[config.mk]
export PLATFORM = sky130hd
export DESIGN_NAME = hazard_control
export DESIGN_NICKNAME = d
export VERILOG_FILES = /design/src/rtl/hazard_pkg.sv /design/src/rtl/stall_counter.sv /design/src/rtl/hazard_control.sv
export SDC_FILE = /design/constraint.sdc
export NUM_CORES = 1
export LEC_CHECK = 0
export ABC_AREA = 1
export CAP_MARGIN = 20
export CORE_MARGIN = 5
export CORE_UTILIZATION = 33
export DETAILED_ROUTE_END_ITERATION = 6
export PLACE_DENSITY = 0.81
export SLEW_MARGIN = 20
export SYNTH_ARGS = -nofsm -noshare
export SYNTH_HDL_FRONTEND = slang
export SYNTH_SLANG_ARGS = --single-unit
[constraint.sdc]
create_clock -name clock -period 1.4 [get_ports clock]
set_clock_uncertainty 0.05 [all_clocks]
set_input_delay 0.28 -clock clock [delete_from_list [all_inputs] [get_ports clock]]
set_output_delay 0.28 -clock clock [all_outputs]
set_load 0.02 [all_outputs]
[src/rtl/hazard_pkg.sv]
// hazard_pkg: shared FSM state type and default sizing for the hazard control unit.
package hazard_pkg;
  typedef enum logic {IDLE, MDU_BUSY} state_e;
  localparam int REG_W = 4;
  localparam int CNT_W = 4;
  localparam int MUL_CYCLES = 4;
  localparam int DIV_CYCLES = 8;
endpackage

[src/rtl/stall_counter.sv]
// stall_counter: loadable down-counter with zero flag; holds at zero.
module stall_counter #(
  parameter int CNT_W = 4
) (
  input  logic             clock,
  input  logic             reset,
  input  logic             load_i,
  input  logic             dec_i,
  input  logic [CNT_W-1:0] load_val_i,
  output logic             zero_o
);
  logic [CNT_W-1:0] cnt_q, cnt_d;
  assign cnt_d  = load_i ? load_val_i : (dec_i && cnt_q != '0) ? cnt_q - CNT_W'(1) : cnt_q;
  assign zero_o = cnt_q == '0;
  always_ff @(posedge clock or posedge reset)
    if (reset) cnt_q <= '0;
    else       cnt_q <= cnt_d;
endmodule

[src/rtl/hazard_control.sv]
// hazard_control: pipeline hold/flush generation for load-use, taken branch and multi-cycle MDU stalls.
// Optional HAZARD_STATS_EN adds saturating stall_cycles / flush_events counters.
module hazard_control
  import hazard_pkg::*;
#(
  parameter int REG_W      = hazard_pkg::REG_W,
  parameter int CNT_W      = hazard_pkg::CNT_W,
  parameter int MUL_CYCLES = hazard_pkg::MUL_CYCLES,
  parameter int DIV_CYCLES = hazard_pkg::DIV_CYCLES
) (
  input  logic             clock,
  input  logic             reset,
  input  logic [REG_W-1:0] ifid_rs1,
  input  logic [REG_W-1:0] ifid_rs2,
  input  logic             ifid_uses_rs2,
  input  logic             idex_mem_read,
  input  logic [REG_W-1:0] idex_rd,
  input  logic             branch_taken,
  input  logic             mdu_start,
  input  logic             mdu_is_div,
  output logic             pc_hold,
  output logic             hold_ifid,
  output logic             hold_idex,
  output logic             hold_exmem,
  output logic             hold_memwb,
  output logic             flush_ifid,
  output logic             flush_idex,
  output logic             flush_exmem,
`ifdef HAZARD_STATS_EN
  output logic [15:0]      stall_cycles,
  output logic [15:0]      flush_events,
`endif
  output logic             mdu_done
);
  state_e state_q, state_d;
  logic cnt_zero, idle, load_use, mdu_go, busy_stall, busy_done, br_go, lu_go;
  assign idle       = state_q == IDLE;
  assign load_use   = idex_mem_read && idex_rd != '0 &&
                      (idex_rd == ifid_rs1 || (ifid_uses_rs2 && idex_rd == ifid_rs2));
  assign mdu_go     = idle && mdu_start;
  assign br_go      = idle && !mdu_start && branch_taken;
  assign lu_go      = idle && !mdu_start && !branch_taken && load_use;
  assign busy_stall = !idle && !cnt_zero;
  assign busy_done  = !idle && cnt_zero;
  // Outputs are combinational, so they are forced low for the whole reset pulse.
  assign pc_hold     = !reset && (mdu_go || busy_stall || lu_go);
  assign hold_ifid   = pc_hold;
  assign hold_idex   = !reset && (mdu_go || busy_stall);
  assign flush_exmem = hold_idex;
  assign hold_exmem  = 1'b0;
  assign hold_memwb  = 1'b0;
  assign flush_ifid  = !reset && br_go;
  assign flush_idex  = !reset && (br_go || lu_go);
  assign mdu_done    = !reset && busy_done;
  assign state_d = mdu_go ? MDU_BUSY : busy_done ? IDLE : state_q;
  always_ff @(posedge clock or posedge reset)
    if (reset) state_q <= IDLE;
    else       state_q <= state_d;
  stall_counter #(.CNT_W(CNT_W)) u_cnt (
    .clock      (clock),
    .reset      (reset),
    .load_i     (mdu_go),
    .dec_i      (busy_stall),
    .load_val_i (mdu_is_div ? CNT_W'(DIV_CYCLES - 2) : CNT_W'(MUL_CYCLES - 2)),
    .zero_o     (cnt_zero)
  );
`ifdef HAZARD_STATS_EN
  logic [15:0] stall_q, stall_d, flush_q, flush_d;
  assign stall_d = stall_q + 16'(pc_hold && stall_q != '1);
  assign flush_d = flush_q + 16'((flush_ifid || flush_idex) && flush_q != '1);
  assign stall_cycles = stall_q;
  assign flush_events = flush_q;
  always_ff @(posedge clock or posedge reset)
    if (reset) begin
      stall_q <= '0;
      flush_q <= '0;
    end else begin
      stall_q <= stall_d;
      flush_q <= flush_d;
    end
`endif
endmodule

==> results.txt <==
The run gives 510.5 um^2 as the cell area after technology mapping. Using the TritonRoute via totals, the vias-per-cell ratio works out to 4.500. No sink is reached through more buffers than the 2 on the longest clock path. H-tree depth: 1. The tools report the via count of the first global-routing pass as 608. CTS placed an instance of sky130_fd_sc_hd__clkbuf_4 at the clock tree root.

Cell with the most instances after synthesis: sky130_fd_sc_hd__nand2_1. For this run, design rule violations remaining after detail routing come to 0. The share of async-settable or async-resettable flops after synthesis works out to 100.0%. The flow ran to the end, but the final reports show violations. The cell type with the largest total area after synthesis is sky130_fd_sc_hd__dfrtp_1. Fill cells in the final layout number 135.

The first global-routing pass estimated 2.601 mm of wire. The cell row count was 14. Element type at the critical path end: an output port.

The checks that failed: negative setup slack. Data on the critical path arrives at its endpoint at 1.37 ns. The power per cell area came out at 1516 mW/mm^2.

The synthesized flop and latch total was 5; the number of detailed-route iterations in the first pass was 4. Critical setup path kind: flop to output port. Of the total synthesized cell area, the portion taken by full adders, half adders and majority gates is 2.451%. The logs give 0 for the final number of max-transition violations and 860.8 um^2 for the placement-stage cell area. The min-delay analysis places its worst path in the category input port to async pin. The logs give -0.2956 ns for the worst-case setup margin in the final layout and 0 for the number of antenna repair diodes. TritonCTS built the clock tree.

For the achievable frequency, the log shows 589.8 MHz. The synthesized netlist cell count was 87. Along the worst path, the maximum fanout reaches 2. The placeable core area came out at 0.001489 mm^2. Of the total synthesized cell area, the portion taken by AND, OR, NAND and NOR gates is 37.75%. The final design area excluding fillers is 945.9 um^2. Of the available clock period, the critical path in the final layout requires 121.1%. Clock edge transition at the registers on the reported setup and hold paths: 0.05 ns. The post-cts hold buffer count was 0. The tools report the maximum resistive drop on vdd as 0.8007 mV. Setup repair after global routing could not meet its margin everywhere.

The net count of the finished layout is 149. Count of placed standard cells including taps: 134. The critical path starts at u_cnt.cnt_q[1]. For the register area share after synthesis, the log shows 24.51%.

The logs give 1.230 mm for the detailed placement HPWL and 0 for the number of antenna-violating nets in the routed design. Subtracting the final worst setup slack from the clock period gives 1.696 ns. At the later pin of the worst-skew pair, clock insertion delay measures 0.24 ns. The global route total overflow is 0. For the number of max-cap violations, the log shows 0.

The startpoint identified for the worst register-to-register timing path is state_q. The die is 49.33 um tall. The number of antenna violations at the first check in global routing was 0. The main flop type after synthesis is sky130_fd_sc_hd__dfrtp_1. By area, the combinational part of the netlist is dominated by simple AND/OR/NAND/NOR gates. The complex-gate fraction of the synthesized area is 6.373%, and the xor and xnor area share after synthesis is 6.863%. The weighted congestion at the end of routability-driven global placement came out at 0.7682. In this run the horizontal extent of the chip is 49.33 um.

Ranked by total cell area, the synthesized netlist is headed by sky130_fd_sc_hd__dfrtp_1 25%, sky130_fd_sc_hd__nand2_1 19%, sky130_fd_sc_hd__inv_1 13%. After detailed routing, the total wire length is 1.522 mm. The final count of hold timing violations was 0; the data required time at the worst endpoint was 1.07 ns.

The mux contribution to synthesized area was 0%. For the number of setup violations in the final report, the log shows 7. Count of port buffers added during placement: 25.

Global routing used 13.30% of the available tracks across all layers. The average instance in the mapped netlist occupies 5.868 um^2. The run gives 0 as the number of synthesis warnings. Leaving out filler cells and counting taps, the final layout contains 144.

The logs give 3 for the clock buffer count from CTS and 0.5511 nW for the static power due to leakage. The clock sink total is 5, and the share of the synthesized area in the top cell type is 24.51%. The logs give 18 for the number of library cell types mapped by synthesis and 13 for the initial detailed-routing violation count. The via count of the routed design is 648, and the effective utilization at floorplan is 34.29%. The synthesized design contains 0 enable-type register cells. The run gives 7 as the pin count of the biggest net entering global routing. The die covers 0.002433 mm^2.

Average wire length per cell after detail routing: 10.57 um. Compared with the post-synthesis result, the final layout area differs by 85.29%. Cells with a size suffix above 1 make up 35.16% of the layout.

In this run the count of I/O pins placed on the die edge is 28. The worst setup path is launched from a flop. The commonest cells after synthesis are 26 x sky130_fd_sc_hd__nand2_1, 18 x sky130_fd_sc_hd__inv_1, 11 x sky130_fd_sc_hd__nor2_1, 5 x sky130_fd_sc_hd__dfrtp_1, 4 x sky130_fd_sc_hd__buf_4.
[registers in the layout (all words and copies together), names as in the netlist]
signal	flops
state_q	1
u_cnt.cnt_q	4
[cell families after synthesis]
group / count (synthesis)
AOI/OAI and AO/OA: 5
buffers and inverters: 25
and+or+nand+nor: 46
other: 1
adders and majority gates: 1
DFF: 5
xor gates and xnor gates: 4
[worst max-delay path, stage by stage (launching register included)]
cell and delay [ns]:
sky130_fd_sc_hd__dfrtp_1 0.36, sky130_fd_sc_hd__inv_2 0.07, sky130_fd_sc_hd__ha_4 0.13, sky130_fd_sc_hd__nand4_1 0.12, sky130_fd_sc_hd__nand2_2 0.13, sky130_fd_sc_hd__inv_4 0.04
sky130_fd_sc_hd__nand2_4 0.07, sky130_fd_sc_hd__nand2_4 0.06, sky130_fd_sc_hd__buf_6 0.13
[cell type report]
cell class / count / area (um^2) / area share, %
clock buffers: 4 / 26.28 / 2.778
multi-input cells: 58 / 329.1 / 34.79
inverters: 21 / 83.83 / 8.862
well taps: 16 / 20.02 / 2.116
flip-flops and latches: 5 / 125.1 / 13.23
repair buffers: 40 / 361.6 / 38.23
[layer usage]
metal,global-route usage [%],wire (um),vias to the layer above,part of all wire [%]
li1,-,-,337,-
met1,16.18,621,286,41
met2,23.61,790,21,52
met3,0.9174,79,4,5.2
met4,5.381,30,0,2.0
met5,0,0,-,0
[repair_timing]
item	CTS	global route
buffers inserted	3	3
setup endpoints to repair	7	8
resized for setup	61	11
endpoints found under the hold margin	0	0
pin swaps	14	7
[through the flow]
step | setup TNS (ns) | setup slack [ns] | utilization [%] | hold slack (ns) | power [W]
final | -1.611 | -0.2956 | 63.53 | 0.03882 | 0.001434
after global routing | -2.286 | -0.4030 | 63.53 | 0.06534 | 0.001567
after CTS | -1.659 | -0.2920 | 61.60 | 0.3179 | 0.001380
after detailed placement | -5.550 | -0.9237 | 57.82 | 0.4395 | 0.001131
after global placement | -5.410 | -0.9080 | 57.82 | 0.4448 | 0.001112
after floorplan | -0.1058 | -0.06981 | - | 0.04848 | 0.0008040
[placed cells by master (no fill, tap or decap), types with 3 or more instances in the layout]
cell type / count
sky130_fd_sc_hd__inv_2: 6
sky130_fd_sc_hd__nand2_2: 3
sky130_fd_sc_hd__buf_4: 14
sky130_fd_sc_hd__dlygate4sd2_1: 9
sky130_fd_sc_hd__dfrtp_1: 5
sky130_fd_sc_hd__dlymetal6s2s_1: 3
sky130_fd_sc_hd__nand2_1: 22
sky130_fd_sc_hd__buf_6: 8
sky130_fd_sc_hd__inv_1: 13
sky130_fd_sc_hd__nand3_1: 3
sky130_fd_sc_hd__nor2_1: 9
sky130_fd_sc_hd__xor2_1: 3
sky130_fd_sc_hd__clkbuf_4: 3
[power breakdown]
group	total, W	switching [W]	leakage, nW	internal (W)
Combinational	0.00100	0.000476	0.478	0.000529
Clock	0.000172	0.0000640	0.0150	0.000108
Sequential	0.000257	0.0000356	0.0577	0.000221
Total	0.00143	0.000575	0.551	0.000858
[worst paths after layout]
check	depth (start not counted)	slack, ns	end
worst max-delay path	8	-0.30	hold_ifid
worst min-delay path	3	0.04	state_q
worst max register to register	7	0.02	u_cnt.cnt_q[2]
worst min register to register	2	0.45	u_cnt.cnt_q[2]
max in group asynchronous	3	1.13	u_cnt.cnt_q[2]
min in group clock	2	0.45	u_cnt.cnt_q[2]
Power figures use the tool's default switching activity.
